`src/rtl/colpar_collector_pkg.sv`:
```
// Shared constants and FSM encoding for the column-parity serial collector.
package colpar_collector_pkg;

  localparam int WIDTH = 25;  // lanes per depth slice
  localparam int DEPTH = 64;  // slices per frame
  localparam int CW    = 5;   // bit-counter width
  localparam int DW    = 6;   // depth-counter width

  typedef enum logic [1:0] {
    ST_IDLE    = 2'd0,
    ST_COLLECT = 2'd1,
    ST_HOLD    = 2'd2,
    ST_DONE    = 2'd3
  } state_t;

  // Assembly bit position written by the bit with serial index cnt (first bit is MSB).
  function automatic int lane_of(input int cnt);
    return WIDTH - 1 - cnt;
  endfunction

endpackage

```
`src/rtl/colpar_collector_ctrl.sv`:
```
// Collector FSM: sequences IDLE/COLLECT/HOLD/DONE and decodes handshake strobes.
module colpar_collector_ctrl
  import colpar_collector_pkg::*;
(
  input  logic clk,
  input  logic rst,
  input  logic start,
  input  logic bit_valid,
  input  logic word_ready,
  input  logic cnt_last,
  input  logic depth_last,
  output logic bit_ready,
  output logic word_valid,
  output logic busy,
  output logic done,
  output logic frame_start,
  output logic bit_accept,
  output logic word_accept
);

  state_t state_reg, state_next;

  always_ff @(posedge clk) begin
    if (rst) begin
      state_reg <= ST_IDLE;
    end else begin
      state_reg <= state_next;
    end
  end

  // Handshake outputs depend on state only; the strobes are internal datapath enables.
  always_comb begin
    state_next  = state_reg;
    bit_ready   = 1'b0;
    word_valid  = 1'b0;
    busy        = 1'b0;
    done        = 1'b0;
    frame_start = 1'b0;
    bit_accept  = 1'b0;
    word_accept = 1'b0;
    case (state_reg)
      ST_IDLE: begin
        if (start) begin
          frame_start = 1'b1;
          state_next  = ST_COLLECT;
        end
      end
      ST_COLLECT: begin
        bit_ready  = 1'b1;
        busy       = 1'b1;
        bit_accept = bit_valid;
        if (bit_valid && cnt_last) begin
          state_next = ST_HOLD;
        end
      end
      ST_HOLD: begin
        word_valid  = 1'b1;
        busy        = 1'b1;
        word_accept = word_ready;
        if (word_ready) begin
          state_next = depth_last ? ST_DONE : ST_COLLECT;
        end
      end
      ST_DONE: begin
        done       = 1'b1;
        busy       = 1'b1;
        state_next = ST_IDLE;
      end
      default: begin
        state_next = ST_IDLE;
      end
    endcase
  end

endmodule

```
`src/rtl/colpar_collector.sv`:
```
// colpar_collector: repacks the serial theta-parity stream into 25-bit slice words
// and hands them downstream over a valid/ready handshake.
module colpar_collector
  import colpar_collector_pkg::*;
(
  input  logic             clk,
  input  logic             rst,
  input  logic             start,
  input  logic             bit_in,
  input  logic             bit_valid,
  output logic             bit_ready,
  output logic [WIDTH-1:0] word_out,
  output logic [DW-1:0]    word_depth,
  output logic             word_valid,
  input  logic             word_ready,
  output logic             busy,
  output logic             done
);

  logic [CW-1:0]    cnt_reg, cnt_next;
  logic [DW-1:0]    depth_reg, depth_next;
  logic [WIDTH-1:0] asm_reg, asm_next, asm_fill;
  logic [WIDTH-1:0] word_out_reg, word_out_next;
  logic [DW-1:0]    word_depth_reg, word_depth_next;

  logic cnt_last, depth_last;
  logic cnt_init0, cnt_en, depth_init0, depth_en;
  logic frame_start, bit_accept, word_accept;

  assign cnt_last   = (cnt_reg == CW'(WIDTH - 1));
  assign depth_last = (depth_reg == DW'(DEPTH - 1));

  colpar_collector_ctrl u_ctrl (
    .clk         (clk),
    .rst         (rst),
    .start       (start),
    .bit_valid   (bit_valid),
    .word_ready  (word_ready),
    .cnt_last    (cnt_last),
    .depth_last  (depth_last),
    .bit_ready   (bit_ready),
    .word_valid  (word_valid),
    .busy        (busy),
    .done        (done),
    .frame_start (frame_start),
    .bit_accept  (bit_accept),
    .word_accept (word_accept)
  );

  // Each lane captures the bit whose serial index maps onto it; others hold.
  genvar gi;
  generate
    for (gi = 0; gi < WIDTH; gi++) begin : g_lane
      localparam logic [CW-1:0] LANE_CNT = CW'(lane_of(gi));
      assign asm_fill[gi] = (bit_accept && (cnt_reg == LANE_CNT)) ? bit_in : asm_reg[gi];
    end
  endgenerate

  assign cnt_init0   = frame_start | (bit_accept & cnt_last);
  assign cnt_en      = bit_accept;
  assign depth_init0 = frame_start | (word_accept & depth_last);
  assign depth_en    = word_accept;

  always_comb begin
    cnt_next        = cnt_reg;
    depth_next      = depth_reg;
    asm_next        = asm_fill;
    word_out_next   = word_out_reg;
    word_depth_next = word_depth_reg;

    if (cnt_init0) begin
      cnt_next = '0;
    end else if (cnt_en) begin
      cnt_next = cnt_reg + CW'(1);
    end

    if (depth_init0) begin
      depth_next = '0;
    end else if (depth_en) begin
      depth_next = depth_reg + DW'(1);
    end

    // A fresh slice starts from zero so unwritten lanes never leak old data.
    if (frame_start || word_accept) begin
      asm_next = '0;
    end

    if (bit_accept && cnt_last) begin
      word_out_next   = asm_fill;
      word_depth_next = depth_reg;
    end
  end

  always_ff @(posedge clk) begin
    if (rst) begin
      cnt_reg        <= '0;
      depth_reg      <= '0;
      asm_reg        <= '0;
      word_out_reg   <= '0;
      word_depth_reg <= '0;
    end else begin
      cnt_reg        <= cnt_next;
      depth_reg      <= depth_next;
      asm_reg        <= asm_next;
      word_out_reg   <= word_out_next;
      word_depth_reg <= word_depth_next;
    end
  end

  assign word_out   = word_out_reg;
  assign word_depth = word_depth_reg;

endmodule

```
`config.mk`:
```
export PLATFORM = sky130hd
export DESIGN_NAME = colpar_collector
export DESIGN_NICKNAME = d
export VERILOG_FILES = /design/src/rtl/colpar_collector_pkg.sv /design/src/rtl/colpar_collector_ctrl.sv /design/src/rtl/colpar_collector.sv
export SDC_FILE = /design/constraint.sdc
export NUM_CORES = 1
export LEC_CHECK = 0
export BUFFER_PORTS_ARGS = -buffer_cell sky130_fd_sc_hd__buf_2
export CAP_MARGIN = 20
export CORE_MARGIN = 2
export CORE_UTILIZATION = 57
export DETAILED_ROUTE_END_ITERATION = 10
export PLACE_DENSITY = 0.89
export REMOVE_ABC_BUFFERS = 1
export SETUP_SLACK_MARGIN = 0.02
export SLEW_MARGIN = 0
export SYNTH_ARGS = -nofsm -noshare
export SYNTH_HDL_FRONTEND = slang
export SYNTH_HIERARCHICAL = 1
export SYNTH_SLANG_ARGS = --single-unit
```
`constraint.sdc`:
```
create_clock -name clk -period 1.9 [get_ports clk]
set_input_delay 0 -clock clk [delete_from_list [all_inputs] [get_ports clk]]
set_output_delay 0 -clock clk [all_outputs]
set_load 0.02 [all_outputs]
```
==> results by group <==
Setup path
  • Worst Reg-to-Reg Cells: 5
  • Startpoint Class: flop
  • WP data arrival: 2.00 ns
  • Req. time, crit path: 2.12 ns
  • R2r endpoint: asm_reg[22]
  • Worst r2r src: u_ctrl/state_reg[0]
  • Crit path capture type: flop
  • Crit path kind: flop to flop
  • FF-to-FF setup slack: 0.12 ns
  • Critical-path maximum fanout: 8

Die
  • Initial Util: 0.5933
  • IO Count: 41
  • FP Rows: 26
  • Die Height: 76.92 microns
  • Die width: 76.92 microns
  • Core Box Area: 5107 sq um
  • Die area: 5916 sq um

GRT
  • Vias in the first global route: 2629
  • GR peak layer: met2
  • Global routing usage on met3: 0.06941
  • GRT overflow: 0
  • Initial antenna violation count: 0
  • First-pass GRT wire length: 12250 microns
  • Global Route met1 Usage: 0.3129
  • Pin count of the biggest net entering global routing: 32
  • GRT Util Overall: 0.2577
  • GR Layer Usage met2: 0.4316

Synth
  • Yosys top cell by area: dfxtp_1
  • Warnings from Yosys: 6
  • EDFF count, synth: 0
  • Synth Flop Type: dfxtp_1
  • Post-Syn Instances: 354
  • Post-synth top cells: 68 x dfxtp_1, 57 x a21oi_1, 55 x nand3_1, 54 x o21ai_0
  • Sequential-to-total area share from yosys stat: 0.4492
  • Most common cell in the synthesized netlist: dfxtp_1
  • Share of flip-flops with an asynchronous set or reset: 0
  • #FFs+latches synth: 68
  • Top cell type's share of synthesized area: 0.4492
  • Syn Std Cell Area: 3030 sq um
  • Synth cell types: 43
  • Synth area leaders: dfxtp_1 45%, a21oi_1 9.4%, nand3_1 9.1%, o21ai_0 8.9%, ha_1 2.9%
  • Synthesized area per cell: 8.560 sq um

STA
  • Tmin final: 1.783 ns
  • Worst Max-Slew Pin Slew: 0.5219 ns
  • Final Hold Slack: 0.05180 ns
  • Fin Clk Skew: 0.004248 ns
  • Final Hold Vio Count: 0
  • Max-slew violations: 0
  • Fin worst setup slack: 0.1175 ns
  • RSZ-0062 raised after global routing: true
  • Fin crit share: 0.9382
  • Slew margin rel.: 0.6516
  • Max Freq: 561.0 MHz
  • Setup Viol. Count Final: 0

Drt
  • WL/cell: 15.36 microns
  • Via density: 6.050
  • Vias: 2807
  • Drt pass-1 iters: 5
  • Drt drc: 0
  • Drt first-iter violations: 258
  • Final wirelength: 7127 microns
  • Post-route ant nets: 0

Pwr
  • Power per cell area: 753.0 nW/um^2
  • VDD IR max: 387.9 uV
  • Pleak: 1.291 nW

Status
  • Outcome: finished, final reports clean

Finish
  • Post-route cell area: 3480 sq um
  • Fill cells: 392
  • Layout Nets: 404
  • # diodes: 0
  • Final std cells w/o fill: 464
  • Utilization after layout: 0.6813
  • Area of the multi-input gates: 1463 sq um
  • Number of flip-flops in the largest register: 25
  • Area delta synth->final: 14.82%
  • Share of post-route cells with drive strength above 1: 0.2081
  • Register area: 1361 sq um

Hold path
  • Worst hold path stage count: 3
  • WHS Endpoint: u_ctrl/state_reg[0]
  • HP Start: bit_valid
  • Worst hold path class: primary input to flop

Clock tree
  • CTS Sinks: 68
  • Clk Latency, worst-skew pair: 0.34 ns
  • Total CTS buffers: 9
  • CTS root buf: clkbuf_8
  • CTS H-tree lvls: 3
  • CTS max path bufs: 2
  • CTS tree: built
  • Number of post-CTS setup repair buffers: 0
  • Clock Pin Slew Worst Setup and Hold Paths: 0.07 ns

Place
  • Placed wire-length estimate: 4869 microns
  • DP Worst Slack: 0.1655 ns
  • Placed Instances: 447
  • GP Congestion: 0.8612
  • Post-placement cell area: 3271 sq um
  • IO buf count: 40

Run
  • Max cap viols: 0
## layout make-up
cell class | instances | area share
clock buffer | 12 | 0.04746
clock inverter | 2 | 0.002877
inverter | 9 | 0.009709
multi-input combinational | 245 | 0.4204
sequential | 68 | 0.3912
tap | 70 | 0.02517
timing repair buffer | 58 | 0.1032
## cell families (layout without fill, tap and decap cells)
family,Yosys count,after routing,synth area share
and+or+nand+nor,109,109,0.2147
DFF,68,68,0.4492
muxes,3,3,0.01032
AOI/OAI and AO/OA,121,121,0.2143
buffers and inverters,41,81,0.06812
xor gates and xnor gates,5,5,0.01445
adders and majority gates,7,7,0.02890
## timing repair
item,CTS,global route
setup endpoints to repair,0,6
resized for setup,0,2
hold buffers,3,0
hold endpoints to repair,1,0
## power by group
| part | leakage [nW] | switching (mW) | internal [mW] |
|---|---|---|---|
| combinational | 0.649 | 0.0792 | 0.0388 |
| clock | 0.0941 | 0.503 | 0.561 |
| sequential | 0.548 | 0.00855 | 1.43 |
| total | 1.29 | 0.591 | 2.03 |
## cells in the final DEF, fill, tap and decap left out, types with 2 or more instances in the layout
| master | synthesis | routed |
|---|---|---|
| dlygate4sd3_1 | 0 | 3 |
| nand2b_1 | 3 | 3 |
| nand4bb_1 | 4 | 4 |
| or3_1 | 2 | 2 |
| and4b_1 | 2 | 2 |
| dfxtp_1 | 68 | 68 |
| clkbuf_8 | 0 | 12 |
| a21oi_2 | 2 | 2 |
| o21ai_0 | 54 | 53 |
| nand4b_1 | 2 | 2 |
| and2_1 | 3 | 3 |
| and4bb_2 | 3 | 3 |
| nand3_1 | 55 | 55 |
| buf_4 | 2 | 13 |
| o21ai_1 | 1 | 2 |
| nand2_1 | 5 | 5 |
| a21oi_1 | 57 | 57 |
| nor2b_1 | 4 | 4 |
| nand4_1 | 4 | 4 |
| nor2_1 | 13 | 13 |
| clkinv_2 | 0 | 2 |
| ha_1 | 7 | 7 |
| mux2i_1 | 2 | 2 |
| xor2_1 | 4 | 4 |
| o211ai_1 | 2 | 2 |
| buf_2 | 12 | 40 |
| inv_1 | 9 | 9 |
## metal layers
metal / vias up / wire, microns
met2: 122 / 3574
met1: 1322 / 2908
met4: 0 / 140
li1: 1346 / -
met5: - / 0
met3: 17 / 504
## worst max-delay path by stage
| stage | start | end | slack, ns | depth (start not counted) |
|---|---|---|---|---|
| floorplan | u_ctrl/state_reg[0] | cnt_reg[4] | -0.57 | 5 |
| detailed placement | u_ctrl/state_reg[0] | asm_reg[6] | 0.17 | 6 |
| CTS | u_ctrl/state_reg[0] | asm_reg[6] | 0.15 | 6 |
| global placement | u_ctrl/state_reg[0] | asm_reg[22] | 0.28 | 5 |
| finish | u_ctrl/state_reg[0] | asm_reg[22] | 0.12 | 5 |
| global route | u_ctrl/state_reg[0] | asm_reg[23] | 0.007 | 5 |
## stage by stage
stage                     power (mW)  setup TNS [ns]
final                          2.620               0
after global routing           2.722               0
after detailed placement       1.579               0
after CTS                      2.634               0
after global placement         1.574               0
after floorplan                1.522          -17.53
## worst max-delay path, stage by stage (launching register included)
cell and delay [ns]:
dfxtp_1 0.42, nor2b_1 0.20, and2_1 0.23, or4b_1 0.53, o21ai_0 0.19, a21oi_1 0.09
Note: power is estimated with default switching activity, not from simulation.
